<file path="config.mk">
export PLATFORM = sky130hd
export DESIGN_NAME = spi_tx_packetizer
export DESIGN_NICKNAME = d
export VERILOG_FILES = /design/src/rtl/spi_tx_packetizer.sv
export SDC_FILE = /design/constraint.sdc
export NUM_CORES = 1
export LEC_CHECK = 0
export CORE_ASPECT_RATIO = 1.2
export CORE_MARGIN = 3
export CORE_UTILIZATION = 40
export CTS_BUF_LIST = sky130_fd_sc_hd__clkbuf_16
export CTS_CLUSTER_DIAMETER = 200
export DETAILED_ROUTE_END_ITERATION = 8
export PLACE_DENSITY = 0.63
export SYNTH_ARGS = -nofsm -noshare
export SYNTH_HDL_FRONTEND = slang
export SYNTH_SLANG_ARGS = --single-unit
</file>
<file path="constraint.sdc">
create_clock -name clk_in -period 5.29 [get_ports clk_in]
set_clock_uncertainty 0.1 [all_clocks]
set_input_delay 0.7935 -clock clk_in [delete_from_list [all_inputs] [get_ports clk_in]]
set_output_delay 0.7935 -clock clk_in [all_outputs]
set_load 0.01 [all_outputs]
</file>
<file path="src/rtl/spi_tx_packetizer.sv">
// ---------------------------------------------------------------------------
// spi_tx_packetizer
//
// Store-and-forward packet buffer that sits in front of spi_master_wrapper.
// A tlast-framed AXI-Stream packet is captured into an internal FIFO. Once
// the whole packet is held, the block pulses trigger with num_bytes, streams
// the bytes to the master, then waits for spi_busy to drop before it takes
// the next packet. Packets longer than DEPTH keep their first DEPTH bytes.
// The rest of the packet is accepted and dropped, and trunc_err pulses once.
//
// Optional build macro:
//   SPI_TX_PACKETIZER_STATS_EN - adds saturating 16-bit pkt_count and
//                                trunc_count outputs.
//
// Ports:
//   clk_in         system clock, rising edge
//   rst_in         asynchronous active-low reset
//   s_axis_*       upstream packet stream (tdata/tvalid/tready/tlast)
//   m_axis_*       byte stream to the SPI master (tdata/tvalid/tready/tlast)
//   trigger        one-cycle start pulse to the SPI master
//   num_bytes      transaction length, valid from the trigger cycle onward
//   spi_busy       SPI master busy
//   trunc_err      one-cycle pulse when a packet overflowed the FIFO
//   pkt_count      (stats build) number of trigger pulses, saturating
//   trunc_count    (stats build) number of trunc_err pulses, saturating
//   busy           high whenever the block is not filling
//
// state     | meaning
// ----------+-----------------------------------------------------------
// S_FILL    | accepting packet bytes into the FIFO
// S_DISCARD | FIFO full, dropping bytes up to tlast
// S_ARM     | one cycle: trigger pulse, num_bytes valid
// S_SEND    | streaming FIFO contents to the SPI master
// S_WAIT    | waiting for spi_busy low before the next packet
// ---------------------------------------------------------------------------
module spi_tx_packetizer #(
    parameter int DATA_WIDTH = 8,
    parameter int DEPTH      = 16,
    parameter int CNT_WIDTH  = 32
) (
    input  logic                  clk_in,
    input  logic                  rst_in,
    input  logic [DATA_WIDTH-1:0] s_axis_tdata,
    input  logic                  s_axis_tvalid,
    output logic                  s_axis_tready,
    input  logic                  s_axis_tlast,
    output logic [DATA_WIDTH-1:0] m_axis_tdata,
    output logic                  m_axis_tvalid,
    input  logic                  m_axis_tready,
    output logic                  m_axis_tlast,
    output logic                  trigger,
    output logic [CNT_WIDTH-1:0]  num_bytes,
    input  logic                  spi_busy,
    output logic                  trunc_err,
`ifdef SPI_TX_PACKETIZER_STATS_EN
    output logic [15:0]           pkt_count,
    output logic [15:0]           trunc_count,
`endif
    output logic                  busy
);

    localparam int AW = $clog2(DEPTH);
    localparam logic [AW:0] FULL_CNT = (AW+1)'(DEPTH);
    localparam logic [AW:0] ONE_CNT  = (AW+1)'(1);

    typedef enum logic [2:0] {
        S_FILL,
        S_DISCARD,
        S_ARM,
        S_SEND,
        S_WAIT
    } state_t;

    state_t state, state_nxt;

    logic [DATA_WIDTH-1:0] mem [DEPTH];
    logic [AW:0]           wr_ptr, rd_ptr;
    logic [AW:0]           count, remaining;
    logic                  ready_en;
    logic                  full, empty;
    logic                  in_acc, out_acc;

    assign full    = (wr_ptr[AW] != rd_ptr[AW]) && (wr_ptr[AW-1:0] == rd_ptr[AW-1:0]);
    assign empty   = (wr_ptr == rd_ptr);
    assign in_acc  = s_axis_tvalid && s_axis_tready;
    assign out_acc = m_axis_tvalid && m_axis_tready;
    assign busy    = (state != S_FILL);

    // FIFO head is read combinationally. It is forced to zero outside
    // S_SEND, so the storage (which has no reset) never shows on the port.
    assign m_axis_tdata = (state == S_SEND) ? mem[rd_ptr[AW-1:0]] : '0;

    always_comb begin
        state_nxt     = state;
        s_axis_tready = 1'b0;
        m_axis_tvalid = 1'b0;
        m_axis_tlast  = 1'b0;
        trigger       = 1'b0;
        case (state)
            S_FILL: begin
                // ready_en keeps tready low until the first clock after reset.
                s_axis_tready = ready_en && !full;
                if (s_axis_tvalid && ready_en && !full) begin
                    if (s_axis_tlast)
                        state_nxt = S_ARM;
                    else if (count == FULL_CNT - 1'b1)
                        state_nxt = S_DISCARD;
                end
            end
            S_DISCARD: begin
                s_axis_tready = ready_en;
                if (s_axis_tvalid && ready_en && s_axis_tlast)
                    state_nxt = S_ARM;
            end
            S_ARM: begin
                trigger   = 1'b1;
                state_nxt = S_SEND;
            end
            S_SEND: begin
                m_axis_tvalid = !empty;
                m_axis_tlast  = (remaining == ONE_CNT);
                if (!empty && m_axis_tready && remaining == ONE_CNT)
                    state_nxt = S_WAIT;
            end
            S_WAIT: begin
                if (!spi_busy)
                    state_nxt = S_FILL;
            end
            default: state_nxt = S_FILL;
        endcase
    end

    always_ff @(posedge clk_in or negedge rst_in) begin
        if (!rst_in)
            state <= S_FILL;
        else
            state <= state_nxt;
    end

    always_ff @(posedge clk_in) begin
        if (state == S_FILL && in_acc)
            mem[wr_ptr[AW-1:0]] <= s_axis_tdata;
    end

    // num_bytes and remaining are loaded on the edge that enters S_ARM.
    // That way num_bytes is already valid while trigger is high.
    always_ff @(posedge clk_in or negedge rst_in) begin
        if (!rst_in) begin
            wr_ptr    <= '0;
            rd_ptr    <= '0;
            count     <= '0;
            remaining <= '0;
            num_bytes <= '0;
            trunc_err <= 1'b0;
            ready_en  <= 1'b0;
        end else begin
            ready_en  <= 1'b1;
            trunc_err <= 1'b0;
            if (state == S_FILL && in_acc) begin
                wr_ptr <= wr_ptr + 1'b1;
                count  <= count + 1'b1;
                if (s_axis_tlast) begin
                    num_bytes <= CNT_WIDTH'(count + 1'b1);
                    remaining <= count + 1'b1;
                end else if (count == FULL_CNT - 1'b1) begin
                    trunc_err <= 1'b1;
                end
            end
            if (state == S_DISCARD && in_acc && s_axis_tlast) begin
                num_bytes <= CNT_WIDTH'(count);
                remaining <= count;
            end
            if (out_acc) begin
                rd_ptr    <= rd_ptr + 1'b1;
                remaining <= remaining - 1'b1;
            end
            if (state == S_WAIT && !spi_busy)
                count <= '0;
        end
    end

`ifdef SPI_TX_PACKETIZER_STATS_EN
    always_ff @(posedge clk_in or negedge rst_in) begin
        if (!rst_in) begin
            pkt_count   <= '0;
            trunc_count <= '0;
        end else begin
            if (trigger && pkt_count != 16'hFFFF)
                pkt_count <= pkt_count + 16'd1;
            if (trunc_err && trunc_count != 16'hFFFF)
                trunc_count <= trunc_count + 16'd1;
        end
    end
`endif

endmodule

</file>
**Word-level counts from Yosys, hierarchy flattened**

Memories as Yosys holds them, arrays and structs flattened.
Index checks and enable logic that the tools add are counted.

- Muxes and demuxes: 26
- Add/sub/neg operators: 5
- Reductions and logical operators: 26
- Equal/unequal tests: 14

Operators by type and width:

| cell | count |
|---|---|
| 2-to-1 mux 32 bit | 3 |
| 2-to-1 mux 5 bit | 6 |
| 2-to-1 mux 3 bit | 6 |
| adder 5 x 1 -> 5 bit (second input constant) | 3 |
| case mux 3 bit (5 select lines) | 1 |
| logical AND 1 bit | 13 |
| nonzero test 3 bit | 3 |
| 2-to-1 mux 1 bit | 8 |
| 2-to-1 mux 8 bit | 1 |
| adder 5 x 1 -> 6 bit (second input constant) | 1 |
| equality test 3 x 2 -> 1 bit (second input constant) | 2 |
| inequality test 2 bit (second input constant) | 3 |
| nonzero test 2 bit | 3 |
| equality test 5 x 1 -> 1 bit (second input constant) | 1 |
| equality test 5 x 4 -> 1 bit (second input constant) | 1 |
| equality test 5 bit | 1 |
| AND reduction 5 bit | 1 |
| subtractor 5 x 1 -> 5 bit (second input constant) | 1 |
| equality test 4 bit | 1 |
| AND reduction 2 bit | 2 |
| equality test 3 x 1 -> 1 bit (second input constant) | 1 |
| equality test 3 bit (second input constant) | 1 |
| logical NOT 1 bit | 3 |
| logical NOT 3 bit | 1 |
| 4 further kinds | 4 |

- Output and inout bits: 46
- Word-level logic and storage cells: 80
- Memories kept: 1
- Memory bits (writable): 128
- Register bits: 57

Memories:

| memory | words | width | read ports | clocked after Yosys merged registers in | wr ports | line | source |
|---|---|---|---|---|---|---|---|
| mem | 16 | 8 | 1 | 0 | 1 | 76 | `logic [DATA_WIDTH-1:0] mem [DEPTH];` |

**Longest topological paths before layout**

- Word-level depth: 10
- Gate-level depth with buffers: 8
- Depth with buffers taken out: 8

**Worst setup path after synthesis**

OpenSTA, ideal clock, no wires.

- Kind: in2reg
- Start: input port s_axis_tvalid
- End: memory mem[3][0], enable pin
- Cell stages on the path: 5
- Data arrival time: 2192 ps
- Data required time: 4807 ps
- Library setup time: 383 ps
- Slack: 2615 ps
- Cell sequence: nand3b_1 -> a2111oi_4 -> buf_4 -> nand2_1 -> nor3_1

- Word-level cells in the longest chain between the ends: 4

Ends and longest elaborated chain:

| item | line | source |
|---|---|---|
| start, declared | 44 | `input logic s_axis_tvalid,` |
| logical AND 1 bit | 85 | `assign in_acc = s_axis_tvalid && s_axis_tready;` |
| logical AND 1 bit | 141 | `if (state == S_FILL && in_acc)` |
| 2-to-1 mux 1 bit | 141 |  |
| 2-to-1 mux 1 bit (implied by the code) | 142 | `mem[wr_ptr[AW-1:0]] <= s_axis_tdata;` |
| end, declared | 76 |  |

No other way between the ends.

**Final worst setup path**

- Start: register rd_ptr[0]
- End: output port m_axis_tdata[3]

- Word-level cells in the longest chain between the ends: 2

Ends and longest elaborated chain:

| item | line | source |
|---|---|---|
| start, declared | 77 | `logic [AW:0] wr_ptr, rd_ptr;` |
| start signal, assigned | 174 | `rd_ptr <= rd_ptr + 1'b1;` |
| memory (16 x 8 bit) | n/a |  |
| 2-to-1 mux 8 bit | 91 | `assign m_axis_tdata = (state == S_SEND) ? mem[rd_ptr[AW-1:0]] : '0;` |
| end, declared | 47 | `output logic [DATA_WIDTH-1:0] m_axis_tdata,` |

No other way between the ends.

==> results.py <==
metrics = {
    "synthesis": {
        "yosysTopAreaCellShare": 0.550,
        "synth_area_leaders": "edfxtp_1 (55%), dfrtp_1 (11%), mux4_2 (10%)",
        "syn_inst": 428,
        "synth_edf_count": 128,
        "ys_types": 52,
        "synth_seq_cells": 159,
        "synth_ff_type": "edfxtp_1",
        "ys_warn_count": 0,
        "yosysTopAreaCell": "edfxtp_1",
        "postSynthAreaPerCell_um2": 16.3,
        "ys_async_sr_fraction": 0.195,
        "syn_area_mm2": 0.00699,
        "ys_seq_area_frac": 0.661,
    },
    "worst_setup_path": {
        "r2r_cells": 5,
        "max_stage_delay_ns": 0.92,
        "cp.required_ns": 4.40,
        "cp.arrival_ns": 3.19,
        "crit_top_cell": "a211oi_1",
        "r2r_setup_slack_ns": 1.74,
        "cp_slowest_cell": "dfrtp_2",
        "path_class": "reg2out",
        "start_kind": "flop",
        "cp_max_fo": 24,
        "reg2reg_from": "rd_ptr[0]$_DFFE_PN0P_",
        "path_cells": "buf_4 -> mux4_2 -> a211oi_1 -> a211oi_1 -> clkdlybuf4s50_1",
        "r2r-end": "mem[13][3]$_DFFE_PP_",
        "end_kind": "output port",
    },
    "die": {
        "ios": 60,
        "die_area_mm2": 0.0191,
        "core.rowCount": 52,
        "core_region_area_mm2": 0.0170,
        "initial_utilization": 0.412,
        "die_h_um": 151,
        "die_w_um": 127,
    },
    "timing": {
        "max_freq_mhz": 245,
        "tightest_slew_ns": 1.06,
        "fin_crit_sh": 0.773,
        "setup_tns_ns": 0,
        "drv_slew": 0,
        "period_needed_ns": 4.09,
        "rsz0062_at_grt": "no",
        "max_slew_margin": 0.295,
        "hold_violations": 0,
        "setup-violations-final": 0,
    },
    "pwr": {
        "leakagePower_nw": 2.82,
        "switching_share": 0.293,
        "switchingPower_w": 0.00110,
        "p_per_area_mw_per_mm2": 470,
        "pwr-share-seq": 0.449,
        "pwr-share-comb": 0.238,
        "power_w": 0.00374,
        "clkPwrFrac": 0.312,
        "ir_worst_vdd_mv": 0.286,
        "internal_power_w": 0.00265,
    },
    "status": {
        "outcome": "finished, final reports clean",
    },
    "grt": {
        "grt-ovfl-total": 0,
        "grt_start_max_net_pins": 32,
        "antenna_found_initial": 0,
        "first_global_vias": 3752,
        "grt_pass1_wl_mm": 21.0,
        "grt_usage": 0.147,
    },
    "final_layout": {
        "syn_to_final_growth_pct": 13.8,
        "final_common_cell": "edfxtp_1",
        "mostFrequentLayoutCells": "edfxtp_1 (128), clkdlybuf4s50_1 (33), mux4_2 (31)",
        "drive_gt1_frac": 0.153,
        "nNetsFinal": 482,
        "fill_cells": 1437,
        "antennaDiodeCount": 0,
    },
    "worst_hold_path": {
        "worstHoldPathType": "reg2reg",
        "holdPathEnd": "num_bytes[5]$_DFFE_PN0P_",
        "holdCritStartpoint": "num_bytes[5]$_DFFE_PN0P_",
        "hold_depth": 2,
    },
    "detailed_routing": {
        "wl_per_cell_um": 19.1,
        "antenna_left": 0,
        "firstDrtPassIters": 4,
        "vias": 3579,
        "totalWireLength_mm": 13.1,
        "vias_per_cell": 5.22,
        "post-route-drc-count": 0,
        "drtIter0Drc": 193,
    },
    "place": {
        "dp_hpwl_mm": 8.43,
        "port_buffers": 33,
        "place_congestion": 0.770,
    },
    "clocking": {
        "cts_root_buffer": "clkbuf_16",
        "clockBufferDepth": 2,
        "holdBufCountCts": 0,
        "cts_buffers": 17,
        "clock-sinks": 159,
        "clk_latency_ns": 0.41,
        "htreeDepth": 4,
        "clk_pin_slew_ns": 0.06,
        "cts_tree": "yes",
        "cts_setup_buffers": 0,
        "cts-resized-gates": 0,
    },
    "flow_run": {
        "cap_viol_max_count": 0,
    },
}
## cell usage after synthesis, types with 5 or more instances
library cell  instances
ha_1                  9
and3_1               21
clkbuf_1              6
xnor2_1              13
mux4_2               31
buf_2                 6
nor2b_1              12
mux2i_1              10
edfxtp_1            128
a211oi_1             16
nor2_1                8
inv_1                 8
nand3b_1              5
nand2_1              20
o21ai_0               6
a21oi_1               5
buf_4                32
dfrtp_1              31
## stage by stage
step                hold slack [ns]  area (um^2)  utilization  worst slack (ns)  std cells
detailed placement            0.362         7380        0.435              1.56        656
floorplan                     0.392         7080            -              2.61        453
CTS                           0.381         7950        0.468              1.11        686
global placement              0.362         7380        0.435              1.57        656
global route                  0.404         7950        0.468              1.01        686
finish                        0.372         7950        0.468              1.20        686
## critical path, delay by kind of cell (launching register included)
| kind | cells | cell delay, ns |
|---|---|---|
| AOI/OAI and AO/OA | 2 | 0.39 |
| DFF | 1 | 0.92 |
| buffers and inverters | 2 | 0.93 |
| muxes | 1 | 0.52 |
## power groups by stage
stage	clock [W]	combinational, W	sequential [W]
after floorplan	0	0.000807	0.00155
after global placement	0	0.000887	0.00171
after detailed placement	0	0.000899	0.00171
after CTS	0.00119	0.000905	0.00169
after global routing	0.00125	0.000984	0.00171
final	0.00117	0.000892	0.00168
## worst max-delay path by stage
stage	start	to	cells after the start
3_5_place_dp	rd_ptr[0]$_DFFE_PN0P_	m_axis_tdata[3]	5
5_1_grt	rd_ptr[0]$_DFFE_PN0P_	s_axis_tready	5
2_1_floorplan	s_axis_tvalid	mem[3][0]$_DFFE_PP_	5
4_1_cts	rd_ptr[0]$_DFFE_PN0P_	m_axis_tdata[3]	5
3_3_place_gp	rd_ptr[0]$_DFFE_PN0P_	m_axis_tdata[3]	5
6_report	rd_ptr[0]$_DFFE_PN0P_	m_axis_tdata[3]	5
## state kept, by name, summed over array words and instances, names as in the netlist
| signal | flops |
|---|---|
| mem | 128 |
| num_bytes | 6 |
| count | 5 |
| rd_ptr | 5 |
| remaining | 5 |
| wr_ptr | 5 |
| state | 3 |
| ready_en | 1 |
| trunc_err | 1 |
## layout make-up
class | instances | area (um^2) | share of cell area
tap | 216 | 270 | 0.0340
inverter | 8 | 30.0 | 0.00378
clock inverter | 13 | 143 | 0.0179
multi-input combinational | 234 | 2090 | 0.263
clock buffer | 17 | 425 | 0.0535
timing repair buffer | 39 | 375 | 0.0472
sequential | 159 | 4620 | 0.581
## metal layers
layer,track usage,up-vias,wire [um]
met1,0.186,1770,5430
met5,0,-,0
met2,0.248,122,6620
met3,0.0384,11,857
met4,0.0472,0,212
li1,-,1676,-
## cell families (layout without fill, tap and decap cells)
group / after synthesis / after routing / synth area share
and+or+nand+nor: 88 / 88 / 0.0709
AOI/OAI and AO/OA: 49 / 49 / 0.0548
buffers and inverters: 60 / 77 / 0.0539
muxes: 44 / 44 / 0.121
DFF: 159 / 159 / 0.661
adders and majority gates: 9 / 9 / 0.0161
xor gates and xnor gates: 17 / 17 / 0.0213
other: 2 / 27 / 0.00107
Power figures use the tool's default switching activity.
